--- src/rtl/rs_pkg.sv ---
// Shared types for the integer-ALU reservation station: operand/entry structs,
// data and tag widths, and the ALU opcode enumeration.
package rs_pkg;

    localparam int WIDTH = 31;  // data MSB index
    localparam int ROB   = 2;   // ROB tag MSB index
    localparam int OP_W  = 4;   // ALU opcode width

    typedef logic [WIDTH:0] data_t;
    typedef logic [ROB:0]   tag_t;

    typedef enum logic [OP_W-1:0] {
        ALU_ADD  = 4'd0,
        ALU_SUB  = 4'd1,
        ALU_AND  = 4'd2,
        ALU_OR   = 4'd3,
        ALU_XOR  = 4'd4,
        ALU_SLL  = 4'd5,
        ALU_SRL  = 4'd6,
        ALU_SRA  = 4'd7,
        ALU_SLT  = 4'd8,
        ALU_SLTU = 4'd9
    } alu_op_e;

    typedef struct packed {
        logic  rdy;
        tag_t  tag;
        data_t value;
    } rsOperand_t;

    typedef struct packed {
        logic              busy;
        logic [OP_W-1:0]   op;
        tag_t              dest;
        rsOperand_t        src1;
        rsOperand_t        src2;
    } rsEntry_t;

    // An operand still waiting on a tag grabs the CDB value when the tag is broadcast.
    function automatic rsOperand_t capture(rsOperand_t o, logic cdb_valid, tag_t cdb_tag,
                                           data_t cdb_value);
        rsOperand_t r;
        r = o;
        if (!o.rdy && cdb_valid && (o.tag == cdb_tag)) begin
            r.rdy   = 1'b1;
            r.value = cdb_value;
        end
        return r;
    endfunction

endpackage

--- src/rtl/alu_reservation_station_if.sv ---
// Dispatch, CDB and issue bundle of the ALU reservation station.
// slave = station side, master = rename/CDB/ALU environment side.
interface alu_reservation_station_if;
    import rs_pkg::*;

    logic            dispatch;
    logic [OP_W-1:0] aluOp;
    tag_t            robDest;
    data_t           instrValue1;
    data_t           instrValue2;
    logic            ready1;
    logic            ready2;
    tag_t            rob1;
    tag_t            rob2;
    logic            full;

    logic            cdbValid;
    tag_t            cdbTag;
    data_t           cdbValue;

    logic            issueValid;
    logic            issueReady;
    logic [OP_W-1:0] issueOp;
    data_t           issueA;
    data_t           issueB;
    tag_t            issueTag;

    modport slave (
        input  dispatch, aluOp, robDest, instrValue1, instrValue2, ready1, ready2, rob1, rob2,
        input  cdbValid, cdbTag, cdbValue, issueReady,
        output full, issueValid, issueOp, issueA, issueB, issueTag
    );

    modport master (
        output dispatch, aluOp, robDest, instrValue1, instrValue2, ready1, ready2, rob1, rob2,
        output cdbValid, cdbTag, cdbValue, issueReady,
        input  full, issueValid, issueOp, issueA, issueB, issueTag
    );

endinterface

--- src/rtl/rs_prio_enc.sv ---
// Lowest-index priority encoder: one-hot grant, binary index and any-request flag.
module rs_prio_enc #(
    parameter int N     = 4,
    parameter int IDX_W = (N > 1) ? $clog2(N) : 1
) (
    input  logic [N-1:0]     req,
    output logic [N-1:0]     onehot,
    output logic [IDX_W-1:0] idx,
    output logic             any
);

    // NOTE: every output gets a default before the loop so no latch is inferred.
    always_comb begin
        onehot = '0;
        idx    = '0;
        any    = 1'b0;
        for (int i = N - 1; i >= 0; i--) begin
            if (req[i]) begin
                onehot    = '0;
                onehot[i] = 1'b1;
                idx       = IDX_W'(i);
                any       = 1'b1;
            end
        end
    end

endmodule

--- src/rtl/alu_reservation_station.sv ---
// Integer-ALU reservation station: dispatch into lowest free slot, CDB wakeup,
// fixed lowest-index issue select. Option macro: RS_WAKE_ISSUE_BYPASS_EN.
module alu_reservation_station
    import rs_pkg::*;
#(
    parameter int ENTRIES = 4
) (
    input  logic                        clk,
    input  logic                        reset,
    input  logic                        flush,
    alu_reservation_station_if.slave    bus
);

    localparam int IDX_W = (ENTRIES > 1) ? $clog2(ENTRIES) : 1;

    rsEntry_t         slot_q [ENTRIES];
    logic             hold_q;
    logic [IDX_W-1:0] hold_idx_q;

    logic [ENTRIES-1:0] busy;
    logic [ENTRIES-1:0] ready_req;
    logic [ENTRIES-1:0] free_onehot;
    logic [ENTRIES-1:0] ready_onehot;
    logic [ENTRIES-1:0] clr_onehot;
    logic [IDX_W-1:0]   free_idx_unused;
    logic [IDX_W-1:0]   ready_idx;
    logic [IDX_W-1:0]   sel_idx;
    logic               free_any;
    logic               ready_any;
    logic               sel_any;
    logic               full;
    logic               issue_fire;
    logic               do_dispatch;
    rsEntry_t           sel_entry;
    rsEntry_t           new_entry;

    always_comb begin
        for (int i = 0; i < ENTRIES; i++) begin
            busy[i] = slot_q[i].busy;
`ifdef RS_WAKE_ISSUE_BYPASS_EN
            ready_req[i] = slot_q[i].busy
                && (slot_q[i].src1.rdy || (bus.cdbValid && slot_q[i].src1.tag == bus.cdbTag))
                && (slot_q[i].src2.rdy || (bus.cdbValid && slot_q[i].src2.tag == bus.cdbTag));
`else
            ready_req[i] = slot_q[i].busy && slot_q[i].src1.rdy && slot_q[i].src2.rdy;
`endif
        end
    end

    rs_prio_enc #(.N(ENTRIES)) u_free_enc (
        .req    (~busy),
        .onehot (free_onehot),
        .idx    (free_idx_unused),
        .any    (free_any)
    );

    rs_prio_enc #(.N(ENTRIES)) u_ready_enc (
        .req    (ready_req),
        .onehot (ready_onehot),
        .idx    (ready_idx),
        .any    (ready_any)
    );

    // A stalled presentation is pinned so the ALU sees stable fields until it accepts.
    assign sel_idx     = hold_q ? hold_idx_q : ready_idx;
    assign sel_any     = hold_q || ready_any;
    assign sel_entry   = slot_q[sel_idx];
    assign full        = !free_any;
    assign issue_fire  = sel_any && bus.issueReady;
    assign do_dispatch = bus.dispatch && !full && !flush;

    always_comb begin
        for (int i = 0; i < ENTRIES; i++) begin
            clr_onehot[i] = hold_q ? (hold_idx_q == IDX_W'(i)) : ready_onehot[i];
        end
    end

    always_comb begin
        new_entry.busy = 1'b1;
        new_entry.op   = bus.aluOp;
        new_entry.dest = bus.robDest;
        new_entry.src1 = capture('{rdy: bus.ready1, tag: bus.rob1, value: bus.instrValue1},
                                 bus.cdbValid, bus.cdbTag, bus.cdbValue);
        new_entry.src2 = capture('{rdy: bus.ready2, tag: bus.rob2, value: bus.instrValue2},
                                 bus.cdbValid, bus.cdbTag, bus.cdbValue);
    end

    always_comb begin
        bus.full       = full;
        bus.issueValid = sel_any;
        bus.issueOp    = '0;
        bus.issueA     = '0;
        bus.issueB     = '0;
        bus.issueTag   = '0;
        if (sel_any) begin
            bus.issueOp  = sel_entry.op;
            bus.issueTag = sel_entry.dest;
`ifdef RS_WAKE_ISSUE_BYPASS_EN
            bus.issueA   = sel_entry.src1.rdy ? sel_entry.src1.value : bus.cdbValue;
            bus.issueB   = sel_entry.src2.rdy ? sel_entry.src2.value : bus.cdbValue;
`else
            bus.issueA   = sel_entry.src1.value;
            bus.issueB   = sel_entry.src2.value;
`endif
        end
    end

    always_ff @(posedge clk) begin
        if (reset || flush) begin
            // NOTE: whole entries are cleared, not just busy, so every field is deterministic after reset or flush.
            for (int i = 0; i < ENTRIES; i++) begin
                slot_q[i] <= '0;
            end
            hold_q     <= 1'b0;
            hold_idx_q <= '0;
        end else begin
            for (int i = 0; i < ENTRIES; i++) begin
                if (do_dispatch && free_onehot[i]) begin
                    slot_q[i] <= new_entry;
                end else if (slot_q[i].busy) begin
                    slot_q[i].src1 <= capture(slot_q[i].src1, bus.cdbValid, bus.cdbTag, bus.cdbValue);
                    slot_q[i].src2 <= capture(slot_q[i].src2, bus.cdbValid, bus.cdbTag, bus.cdbValue);
                    if (issue_fire && clr_onehot[i]) begin
                        slot_q[i].busy <= 1'b0;
                    end
                end
            end
            hold_q     <= sel_any && !bus.issueReady;
            hold_idx_q <= sel_idx;
        end
    end

    // A dispatch against a full station is only tolerated when a slot frees or flush hits that edge.
    always_ff @(posedge clk) begin
        if (!reset && !flush && !issue_fire) begin
            assert (!(bus.dispatch && full)) else $error("dispatch while reservation station full");
        end
    end

endmodule

--- src/flat_wrapper.sv ---
// flat-port wrapper written by rule: the top's interface ports become plain ports
module alu_reservation_station_flat import rs_pkg::*;
#(
    parameter int ENTRIES = 4
)
  (clk, reset, flush, bus_dispatch, bus_aluOp, bus_robDest, bus_instrValue1, bus_instrValue2, bus_ready1, bus_ready2, bus_rob1, bus_rob2, bus_cdbValid, bus_cdbTag, bus_cdbValue, bus_issueReady, bus_full, bus_issueValid, bus_issueOp, bus_issueA, bus_issueB, bus_issueTag);
  alu_reservation_station_if bus_i ();
  input  logic clk;
  input  logic reset;
  input  logic flush;
  input wire logic [$bits(bus_i.dispatch)-1:0] bus_dispatch;
  input wire logic [$bits(bus_i.aluOp)-1:0] bus_aluOp;
  input wire logic [$bits(bus_i.robDest)-1:0] bus_robDest;
  input wire logic [$bits(bus_i.instrValue1)-1:0] bus_instrValue1;
  input wire logic [$bits(bus_i.instrValue2)-1:0] bus_instrValue2;
  input wire logic [$bits(bus_i.ready1)-1:0] bus_ready1;
  input wire logic [$bits(bus_i.ready2)-1:0] bus_ready2;
  input wire logic [$bits(bus_i.rob1)-1:0] bus_rob1;
  input wire logic [$bits(bus_i.rob2)-1:0] bus_rob2;
  input wire logic [$bits(bus_i.cdbValid)-1:0] bus_cdbValid;
  input wire logic [$bits(bus_i.cdbTag)-1:0] bus_cdbTag;
  input wire logic [$bits(bus_i.cdbValue)-1:0] bus_cdbValue;
  input wire logic [$bits(bus_i.issueReady)-1:0] bus_issueReady;
  output wire logic [$bits(bus_i.full)-1:0] bus_full;
  output wire logic [$bits(bus_i.issueValid)-1:0] bus_issueValid;
  output wire logic [$bits(bus_i.issueOp)-1:0] bus_issueOp;
  output wire logic [$bits(bus_i.issueA)-1:0] bus_issueA;
  output wire logic [$bits(bus_i.issueB)-1:0] bus_issueB;
  output wire logic [$bits(bus_i.issueTag)-1:0] bus_issueTag;
  assign bus_i.dispatch = bus_dispatch;
  assign bus_i.aluOp = bus_aluOp;
  assign bus_i.robDest = bus_robDest;
  assign bus_i.instrValue1 = bus_instrValue1;
  assign bus_i.instrValue2 = bus_instrValue2;
  assign bus_i.ready1 = bus_ready1;
  assign bus_i.ready2 = bus_ready2;
  assign bus_i.rob1 = bus_rob1;
  assign bus_i.rob2 = bus_rob2;
  assign bus_i.cdbValid = bus_cdbValid;
  assign bus_i.cdbTag = bus_cdbTag;
  assign bus_i.cdbValue = bus_cdbValue;
  assign bus_i.issueReady = bus_issueReady;
  assign bus_full = bus_i.full;
  assign bus_issueValid = bus_i.issueValid;
  assign bus_issueOp = bus_i.issueOp;
  assign bus_issueA = bus_i.issueA;
  assign bus_issueB = bus_i.issueB;
  assign bus_issueTag = bus_i.issueTag;
  alu_reservation_station #(.ENTRIES(ENTRIES)) u_core (.clk(clk), .reset(reset), .flush(flush), .bus(bus_i));
endmodule
--- config.mk ---
export PLATFORM = sky130hd
export DESIGN_NAME = alu_reservation_station_flat
export DESIGN_NICKNAME = d
export VERILOG_FILES = /design/src/rtl/rs_pkg.sv /design/src/rtl/alu_reservation_station_if.sv /design/src/rtl/rs_prio_enc.sv /design/src/rtl/alu_reservation_station.sv /design/src/flat_wrapper.sv
export SDC_FILE = /design/constraint.sdc
export NUM_CORES = 1
export LEC_CHECK = 0
export CORE_MARGIN = 5
export CORE_UTILIZATION = 28
export DETAILED_ROUTE_END_ITERATION = 10
export GPL_TIMING_DRIVEN = 0
export SLEW_MARGIN = 10
export SYNTH_ARGS = -nofsm -noshare
export SYNTH_HDL_FRONTEND = slang
export SYNTH_SLANG_ARGS = --single-unit
--- constraint.sdc ---
create_clock -name clk -period 4 [get_ports clk]
set_input_delay 0.6 -clock clk [delete_from_list [all_inputs] [get_ports clk]]
set_output_delay 0.6 -clock clk [all_outputs]
set_load 0.02 [all_outputs]
# --- After elaboration in Yosys (flattened, before gate mapping) ---
# Memory sizes are Yosys's and may differ from the RTL's.
# Cells that the tools add are included.
op_classes:
  n_addsub: 0
  mul: 0
  n_div: 0
  n_lt_le_gt_ge: 0
  eq_ne: 13
  shifts: 0
  n_mux: 163
  n_bitwise: 17
  n_reduce_logical: 56
ops:
  columns: ["cell", "n"]
  rows:
  - ["$mux W32", 36]
  - ["$mux W80", 4]
  - ["$mux W36", 8]
  - ["$mux W1", 100]
  - ["$logic_and A1 B1 Y1", 40]
  - ["$mux W4", 9]
  - ["$eq A3 B3 Y1", 10]
  - ["$or A1 B1 Y1", 16]
  - ["$logic_not A1 Y1", 13]
  - ["$mux W2", 5]
  - ["$eq A2 B2 Y1 const B", 2]
  - ["$not A4 Y4", 1]
  - ["$mux W3", 1]
  - ["$eq A2 B1 Y1 const B", 1]
  - ["$logic_not A2 Y1", 1]
  - ["$logic_or A1 B1 Y1", 2]
word_totals:
  ff_bits: 3
  latchBits: 0
  ram_bits: 320
  mem_bits_ro: 0
  inputBits: 120
  out_inout_bits: 73
  word_cells: 252
  n_memories: 1
memory_table:
  columns: ["memory", "words", "word_bits", "read_ports", "rd_clocked_by_memory_dff", "wr", "line", "source"]
  rows:
  - ["u_core.slot_q", 4, 80, 5, 0, 4, "alu_reservation_station.sv:16", "rsEntry_t slot_q [ENTRIES];"]

# --- Depth between registers and ports, before layout ---
# Gate-level depths: netlist of run 1.
# An unclocked memory read counts as a cell.
depth:
  depth_word: 16
  mapped_depth: 8
  mapped_depth_nobuf: 5

# --- By module ---
# Synthesis of run 1 repeated with hierarchy kept, for this count alone.
unflattened:
  cells_unflattened: 1077
  hier_area_um2: 16032.9
by_module_without_submodules:
  columns: ["module", "n_inst", "cells_per_inst", "area_per_inst_um2", "seq_area_each_um2"]
  rows:
  - ["alu_reservation_station", 1, 1055, 15910.3, 9669.3]
  - ["rs_prio_enc", 2, 11, 61.3, 0.0]

# --- Worst setup path before layout of run 1 ---
# Ideal clock, no wire load.
synth_timing:
  path_kind: "input to register"
  start: "input port bus_cdbTag[1]"
  end: "memory u_core.slot_q[3][36] (netlist bit) (enable)"
  setup_time_ns: 0.470
  t_arrival_ns: 3.517
  required_ns: 3.530
  setup_slack_ns: 0.013
  cell_stages: 4
  n_path_buf: 1
  cell_sequence: "buf_4 -> xnor2_1 -> nand4b_1 -> o31ai_1"
synth_rtl:
  columns: ["item", "line", "source"]
  rows:
  - ["from (decl)", "flat_wrapper.sv:21", "input wire logic [$bits(bus_i.cdbTag)-1:0] bus_cdbTag;"]
  - ["to (decl)", "alu_reservation_station.sv:16", null]

# --- Final worst setup path of run 1 ---
layout_timing:
  start: "register u_core.hold_q"
  end: "output port bus_issueB[23]"
layout_between:
  elab_chain_cells: 3
  word_cells_on_any_way: 4
  classes_between: "mux (2); reduce/logical (1); memory (1)"
layout_rtl:
  columns: ["item", "line", "source"]
  rows:
  - ["from (decl)", "alu_reservation_station.sv:17", "logic hold_q;"]
  - ["from (signal assigned)", "alu_reservation_station.sv:128", "hold_q <= sel_any && !bus.issueReady;"]
  - ["$mux W2", "alu_reservation_station.sv:65", "assign sel_idx = hold_q ? hold_idx_q : ready_idx;"]
  - ["$mem_v2 Z4 W80", null, null]
  - ["$mux W32 (*)", "alu_reservation_station.sv:95", "if (sel_any) begin"]
  - ["to (decl)", "flat_wrapper.sv:28", "output wire logic [$bits(bus_i.issueB)-1:0] bus_issueB;"]
# Mark *: on every way between the ends. The rest lies on a longest branch, timed or not.

==> impl_metrics.py, run 1 <==
metrics = {
    "power_and_ir_drop": {
        "ir_worst_vdd_mv": 0.289,
        "p_comb_share_pct": 10.0,
        "p_int_uw": 6280,
        "total_power_uw": 8350,
        "p_sw_share_pct": 24.8,
        "p_clk_share_pct": 41.6,
        "power_density_mw_per_mm2": 367,
        "sequentialPowerShare_pct": 48.3,
        "power_switching_uw": 2070,
        "p_leak_uw": 0.00860,
    },
    "die": {
        "start_util_pct": 28.1,
        "ioPinCount": 193,
        "die_h_um": 264,
        "core_mm2": 0.0641,
        "fp-row-count": 93,
        "die_area_mm2": 0.0695,
        "die_w_um": 264,
    },
    "placed_design": {
        "portBuffers": 188,
        "gp_congestion": 0.888,
        "hpwl_um": 51900,
        "place_inst": 2641,
        "place_ws_ns": 0.0928,
    },
    "setup_path": {
        "arrival_ns": 3.36,
        "cp-startpoint": "u_core.hold_q$_SDFF_PP0_",
        "r2r_end": "u_core.slot_q[3][15]$_DFFE_PP_",
        "critPathCaptureType": "primary output",
        "critPathKind": "reg -> out",
        "path_max_fanout": 10,
        "start_kind": "flip-flop",
        "rr_startpoint": "u_core.slot_q[3][79]$_SDFFCE_PP0P_",
        "cp.required_ns": 3.40,
        "cp-endpoint": "bus_issueB[23]",
        "worstRegToRegCells": 6,
        "reg2reg_slack_ns": 1.56,
    },
    "grt": {
        "grt_pass1_vias": 15600,
        "grt-ovfl-total": 0,
        "grt_usage_pct": 19.2,
        "grt_max_degree": 24,
        "grt_pass1_wl_um": 102000,
        "antenna_found_initial": 13,
    },
    "routing": {
        "wl_met1_um": 26400,
        "routed.top_layer": "met5",
        "wl_per_cell_um": 25.9,
        "drt-initial-drc-count": 1636,
        "drtAntennaViolNets": 0,
        "vias": 15600,
        "viasPerCell": 5.73,
        "drt_wl_total_um": 70500,
        "drcViolationCount": 0,
        "met3WireLength_um": 7370,
        "met2_length_um": 33900,
        "first_pass_iters": 7,
    },
    "synthesis": {
        "synth_ff_type": "edfxtp_1",
        "syn_nets": 1709,
        "syn_area_per_cell_um2": 11.3,
        "synth_area_mm2": 0.0180,
        "synthArstFlopShare_pct": 0,
        "synth_cells": 1589,
        "synth-edff-count": 320,
        "yosys_warnings": 0,
        "synth-seq-cells": 323,
        "synth_cell_type_count": 56,
        "yosysSeqAreaShare_pct": 53.7,
    },
    "min_path": {
        "min_path_type": "reg -> reg",
    },
    "sta": {
        "fin_crit_sh_pct": 99.1,
        "rsz0062_at_grt": "yes",
        "post-route-min-period_ns": 3.96,
        "fmax_ghz": 0.252,
        "setup_slack_ns": 0.0378,
        "fin_worst_skew_ns": 0.0313,
        "max_slew_margin_pct": 25.7,
        "hold_viol_final": 0,
        "slew_violations": 0,
        "max_slew.worst_pin.slew_ns": 1.10,
        "setup_viol": 0,
    },
    "flow_run": {
        "maxCapViolations": 0,
    },
    "cts": {
        "h-tree-depth": 2,
        "cts.path.max_buffers": 3,
        "cts.sinks": 323,
        "cts_tree": "built",
        "cts_buffers": 38,
        "clk_pin_slew_worst_paths_ns": 0.07,
        "cts_root_buf": "clkbuf_16",
        "cts_hold_buf": 0,
        "worstSkewPairLatency_ns": 0.58,
    },
    "finish": {
        "final_cells": 2720,
        "area_growth_syn_to_layout_pct": 26.2,
        "layout-drive-gt1-share_pct": 13.8,
        "nets": 1951,
    },
    "status": {
        "outcome": "complete, no violations",
    },
}
## worst min-delay path by stage
| stage | startpoint | to | slack [ns] | cells past startpoint |
|---|---|---|---|---|
| final | u_core.slot_q[3][35]$_DFFE_PP_ | u_core.slot_q[3][35]$_DFFE_PP_ | 0.70 | 2 |
| after global routing | bus_issueReady | u_core.hold_q$_SDFF_PP0_ | 0.73 | 2 |
| after CTS | bus_issueReady | u_core.hold_q$_SDFF_PP0_ | 0.67 | 2 |
| after detailed placement | u_core.slot_q[3][35]$_DFFE_PP_ | u_core.slot_q[3][35]$_DFFE_PP_ | 0.67 | 2 |
| after global placement | u_core.slot_q[3][35]$_DFFE_PP_ | u_core.slot_q[3][35]$_DFFE_PP_ | 0.67 | 2 |
| after floorplan | u_core.slot_q[3][35]$_DFFE_PP_ | u_core.slot_q[3][35]$_DFFE_PP_ | 0.60 | 2 |
## timing repair
action / in CTS / in global routing
hold endpoints to repair: 0 / 0
buffers inserted: 2 / 4
endpoints found under the setup margin: 71 / 55
resized for setup: 67 / 86
pin swaps: 1 / 2
## worst max-delay path, cell delays in order, from the launching register on
cell and delay (ns):
dfxtp_1 0.46, buf_4 0.29, nand4b_4 0.28, buf_4 0.29, clkbuf_2 0.27, a21oi_1 0.10, a211oi_1 0.30, o221ai_1 0.20
clkdlybuf4s50_1 0.57
## layer usage
metal / vias to the layer above / GRT usage (%)
met5: - / 0
met4: 10 / 7.66
met3: 184 / 5.27
met2: 878 / 32.4
met1: 7642 / 23.4
li1: 6865 / -
## state kept, by name (all words and copies together), names as in the netlist
signal / flops
u_core.slot_q: 320
u_core.hold_idx_q: 2
u_core.hold_q: 1
## power groups by stage
stage                     combinational, uW  clock, uW  sequential, uW
after floorplan                         380          0            4090
after global placement                  766          0            4110
after detailed placement                814          0            4110
after CTS                               821       3500            4040
after global routing                    887       3640            4050
final                                   838       3480            4040
## final cells by class
class                      count  area (um^2)
inverter                      89          334
buffer                       184         1030
multi-input combinational    992         7240
clock inverter                21          214
sequential                   323         9670
antenna                        6         15.0
clock buffer                  47         1010
fill                        6341        41400
timing repair buffer         203         2160
tap                          855         1070
## cell usage in the layout (no fill, tap or decap), drive strengths merged, types with 19 or more instances in the layout
master	n
edfxtp	320
a22o	192
clkdlybuf4s50	155
clkbuf	139
nand2	120
buf	107
inv	90
and3	76
nand4	74
a21oi	74
o221ai	71
a211oi	71
a2111oi	71
o2bb2ai	64
and2	57
nor2	24
o21ai	19
## logic make-up (layout without fill, tap and decap cells)
logic type	after synthesis	count (layout)	synth area share (%)
flops	323	323	53.7
xor+xnor	30	30	1.46
buf+inv	274	544	7.06
compound gates	584	584	26.3
simple gates	378	378	11.5
other cells	0	6	0
## Yosys cell counts, types with 17 or more instances
master	number	area, um^2
nand4_1	74	463
a2111oi_0	71	622
o221ai_1	71	622
o2bb2ai_1	64	561
buf_2	56	280
and2_1	56	350
a22o_1	192	1680
and3_1	76	475
nand2_1	120	450
buf_4	20	150
clkbuf_1	93	349
a21oi_1	71	355
xor2_1	17	149
inv_1	88	330
edfxtp_1	320	9610
a211oi_1	71	533
nor2_1	18	67.6
## per-stage QoR
stage	util (%)	hold WS [ns]	setup TNS [ns]	area [um^2]
2_1_floorplan	-	0.604	0	18000
3_3_place_gp	32.7	0.667	-228.47	21000
3_5_place_dp	33.1	0.672	0	21200
4_1_cts	35.2	0.674	0	22500
5_1_grt	35.5	0.725	-0.162	22700
6_report	35.5	0.704	0	22700
(Power assumes the default switching activity.)
==> run 2: changes to the inputs <==
--- a/config.mk
+++ b/config.mk
@@ -7,6 +7,7 @@
 export LEC_CHECK = 0
 export CORE_MARGIN = 5
 export CORE_UTILIZATION = 28
+export CTS_CLUSTER_SIZE = 28
 export DETAILED_ROUTE_END_ITERATION = 10
 export GPL_TIMING_DRIVEN = 0
 export SLEW_MARGIN = 10
==> impl_metrics.py, run 2 (synthesis results as in run 1) <==
metrics = {
    "finish": {
        "layout-drive-gt1-share_pct": 13.8,
        "final_cell_area_mm2": 0.0227,
        "final_common_cell": "edfxtp_1",
        "regMostFlops": "u_core.slot_q",
        "nets": 1951,
        "largest_register_ff_count": 320,
        "n_fill_cell": 6341,
        "area_growth_syn_to_layout_pct": 26.2,
        "top_regs": "u_core.slot_q (320), u_core.hold_idx_q (2), u_core.hold_q (1)",
        "final_core_util_pct": 35.5,
        "multi_input_area_mm2": 0.00724,
        "regArea_mm2": 0.00967,
        "layout_common_cells": "edfxtp_1 (320), a22o_1 (192), clkdlybuf4s50_1 (155)",
    },
    "setup_path": {
        "start_kind": "flip-flop",
        "arrival_ns": 3.38,
        "cp-startpoint": "u_core.hold_q$_SDFF_PP0_",
        "rr_startpoint": "u_core.slot_q[3][79]$_SDFFCE_PP0P_",
        "cp.required_ns": 3.40,
        "worstRegToRegCells": 6,
        "critPathCaptureType": "primary output",
        "path_max_fanout": 10,
        "critPathKind": "reg -> out",
    },
    "cts": {
        "worstSkewPairLatency_ns": 0.58,
        "cts_root_buf": "clkbuf_16",
        "cts_tree": "built",
        "cts_buffers": 38,
        "clk_pin_slew_worst_paths_ns": 0.07,
        "h-tree-depth": 2,
        "cts.sinks": 323,
        "cts_hold_buf": 0,
        "cts.path.max_buffers": 3,
    },
    "sta": {
        "setup_tns_ns": 0,
        "rsz0062_at_grt": "yes",
        "max_slew.worst_pin.slew_ns": 1.13,
        "hold_viol_final": 0,
        "fin_crit_sh_pct": 99.4,
        "holdWs_ns": 0.705,
        "slew_violations": 0,
        "fmax_ghz": 0.251,
        "fin_worst_skew_ns": 0.0351,
        "max_slew_margin_pct": 24.1,
        "setup_viol": 0,
        "post-route-min-period_ns": 3.98,
    },
    "grt": {
        "grt_max_degree": 24,
        "grt_usage_pct": 19.2,
        "antenna_found_initial": 13,
        "grt-ovfl-total": 0,
        "grt_pass1_wl_um": 102000,
        "grt_pass1_vias": 15600,
    },
    "die": {
        "fp-row-count": 93,
        "die_w_um": 264,
        "die_area_mm2": 0.0695,
        "ioPinCount": 193,
        "die_h_um": 264,
        "core_mm2": 0.0641,
        "start_util_pct": 28.1,
    },
    "power_and_ir_drop": {
        "ir_worst_vdd_mv": 0.288,
        "p_leak_uw": 0.00860,
        "power_density_mw_per_mm2": 367,
        "total_power_uw": 8350,
    },
    "min_path": {
        "hold_path.startpoint": "u_core.slot_q[3][35]$_DFFE_PP_",
        "hold_depth": 2,
        "min_path_type": "reg -> reg",
    },
    "placed_design": {
        "portBuffers": 188,
        "hpwl_um": 51900,
        "gp_congestion": 0.888,
        "place_area_mm2": 0.0212,
    },
    "flow_run": {
        "maxCapViolations": 0,
    },
    "routing": {
        "drt_wl_total_um": 70600,
        "drtAntennaViolNets": 0,
        "drt-initial-drc-count": 1688,
        "drcViolationCount": 0,
        "viasPerCell": 5.74,
        "vias": 15600,
        "first_pass_iters": 5,
        "wl_per_cell_um": 26.0,
    },
    "status": {
        "outcome": "complete, no violations",
    },
}
==> run 2: routing by layer <==
metal,up-vias,global-route usage [%],wire (um)
li1,6869,-,-
met1,7662,23.4,26700
met2,875,32.4,33800
met3,184,5.27,7290
met4,10,7.66,2770
met5,-,0,65
==> run 2: where the power goes <==
part / leakage, uW / switching, uW / internal (uW)
combinational: 0.00438 / 527 / 312
clock: 0.000585 / 1480 / 2000
sequential: 0.00363 / 69.2 / 3970
total: 0.00860 / 2080 / 6280
==> run 2: worst max-delay path: stages (launching register included) <==
cell	delay (ns)
dfxtp_1	0.47
buf_4	0.28
nand4b_4	0.28
buf_4	0.29
clkbuf_2	0.28
a21oi_1	0.10
a211oi_1	0.29
o221ai_1	0.21
clkdlybuf4s50_1	0.58
==> run 2: what timing repair did <==
| action | CTS | global route |
|---|---|---|
| buffers inserted | 2 | 4 |
| pin swaps | 1 | 2 |
| endpoints found under the setup margin | 71 | 55 |
| cloned | 0 | 0 |
| gates resized for setup | 67 | 86 |
==> run 2: final cells by class <==
| class | count | share of cell area [%] |
|---|---|---|
| Antenna cell | 6 | 0.0660 |
| Buffer | 184 | 4.55 |
| Clock buffer | 47 | 4.42 |
| Clock inverter | 21 | 0.941 |
| Inverter | 89 | 1.47 |
| Multi-Input combinational cell | 992 | 31.8 |
| Sequential cell | 323 | 42.5 |
| Tap cell | 855 | 4.70 |
| Timing Repair Buffer | 203 | 9.50 |
==> run 2: path summary, 6_finish.rpt <==
path / endpoint / slack [ns]
min reg2reg: u_core.slot_q[3][35]$_DFFE_PP_ / 0.71
min: u_core.slot_q[3][35]$_DFFE_PP_ / 0.71
max: bus_issueB[7] / 0.02
max reg2reg: u_core.slot_q[3][18]$_DFFE_PP_ / 1.56
==> run 2: per-stage QoR <==
stage                     instances  setup slack, ns
after floorplan                1589           0.0134
after global placement         2632            -1.86
after detailed placement       2641           0.0928
after CTS                      2710          0.00322
after global routing           2715           -0.100
final                          2720           0.0229
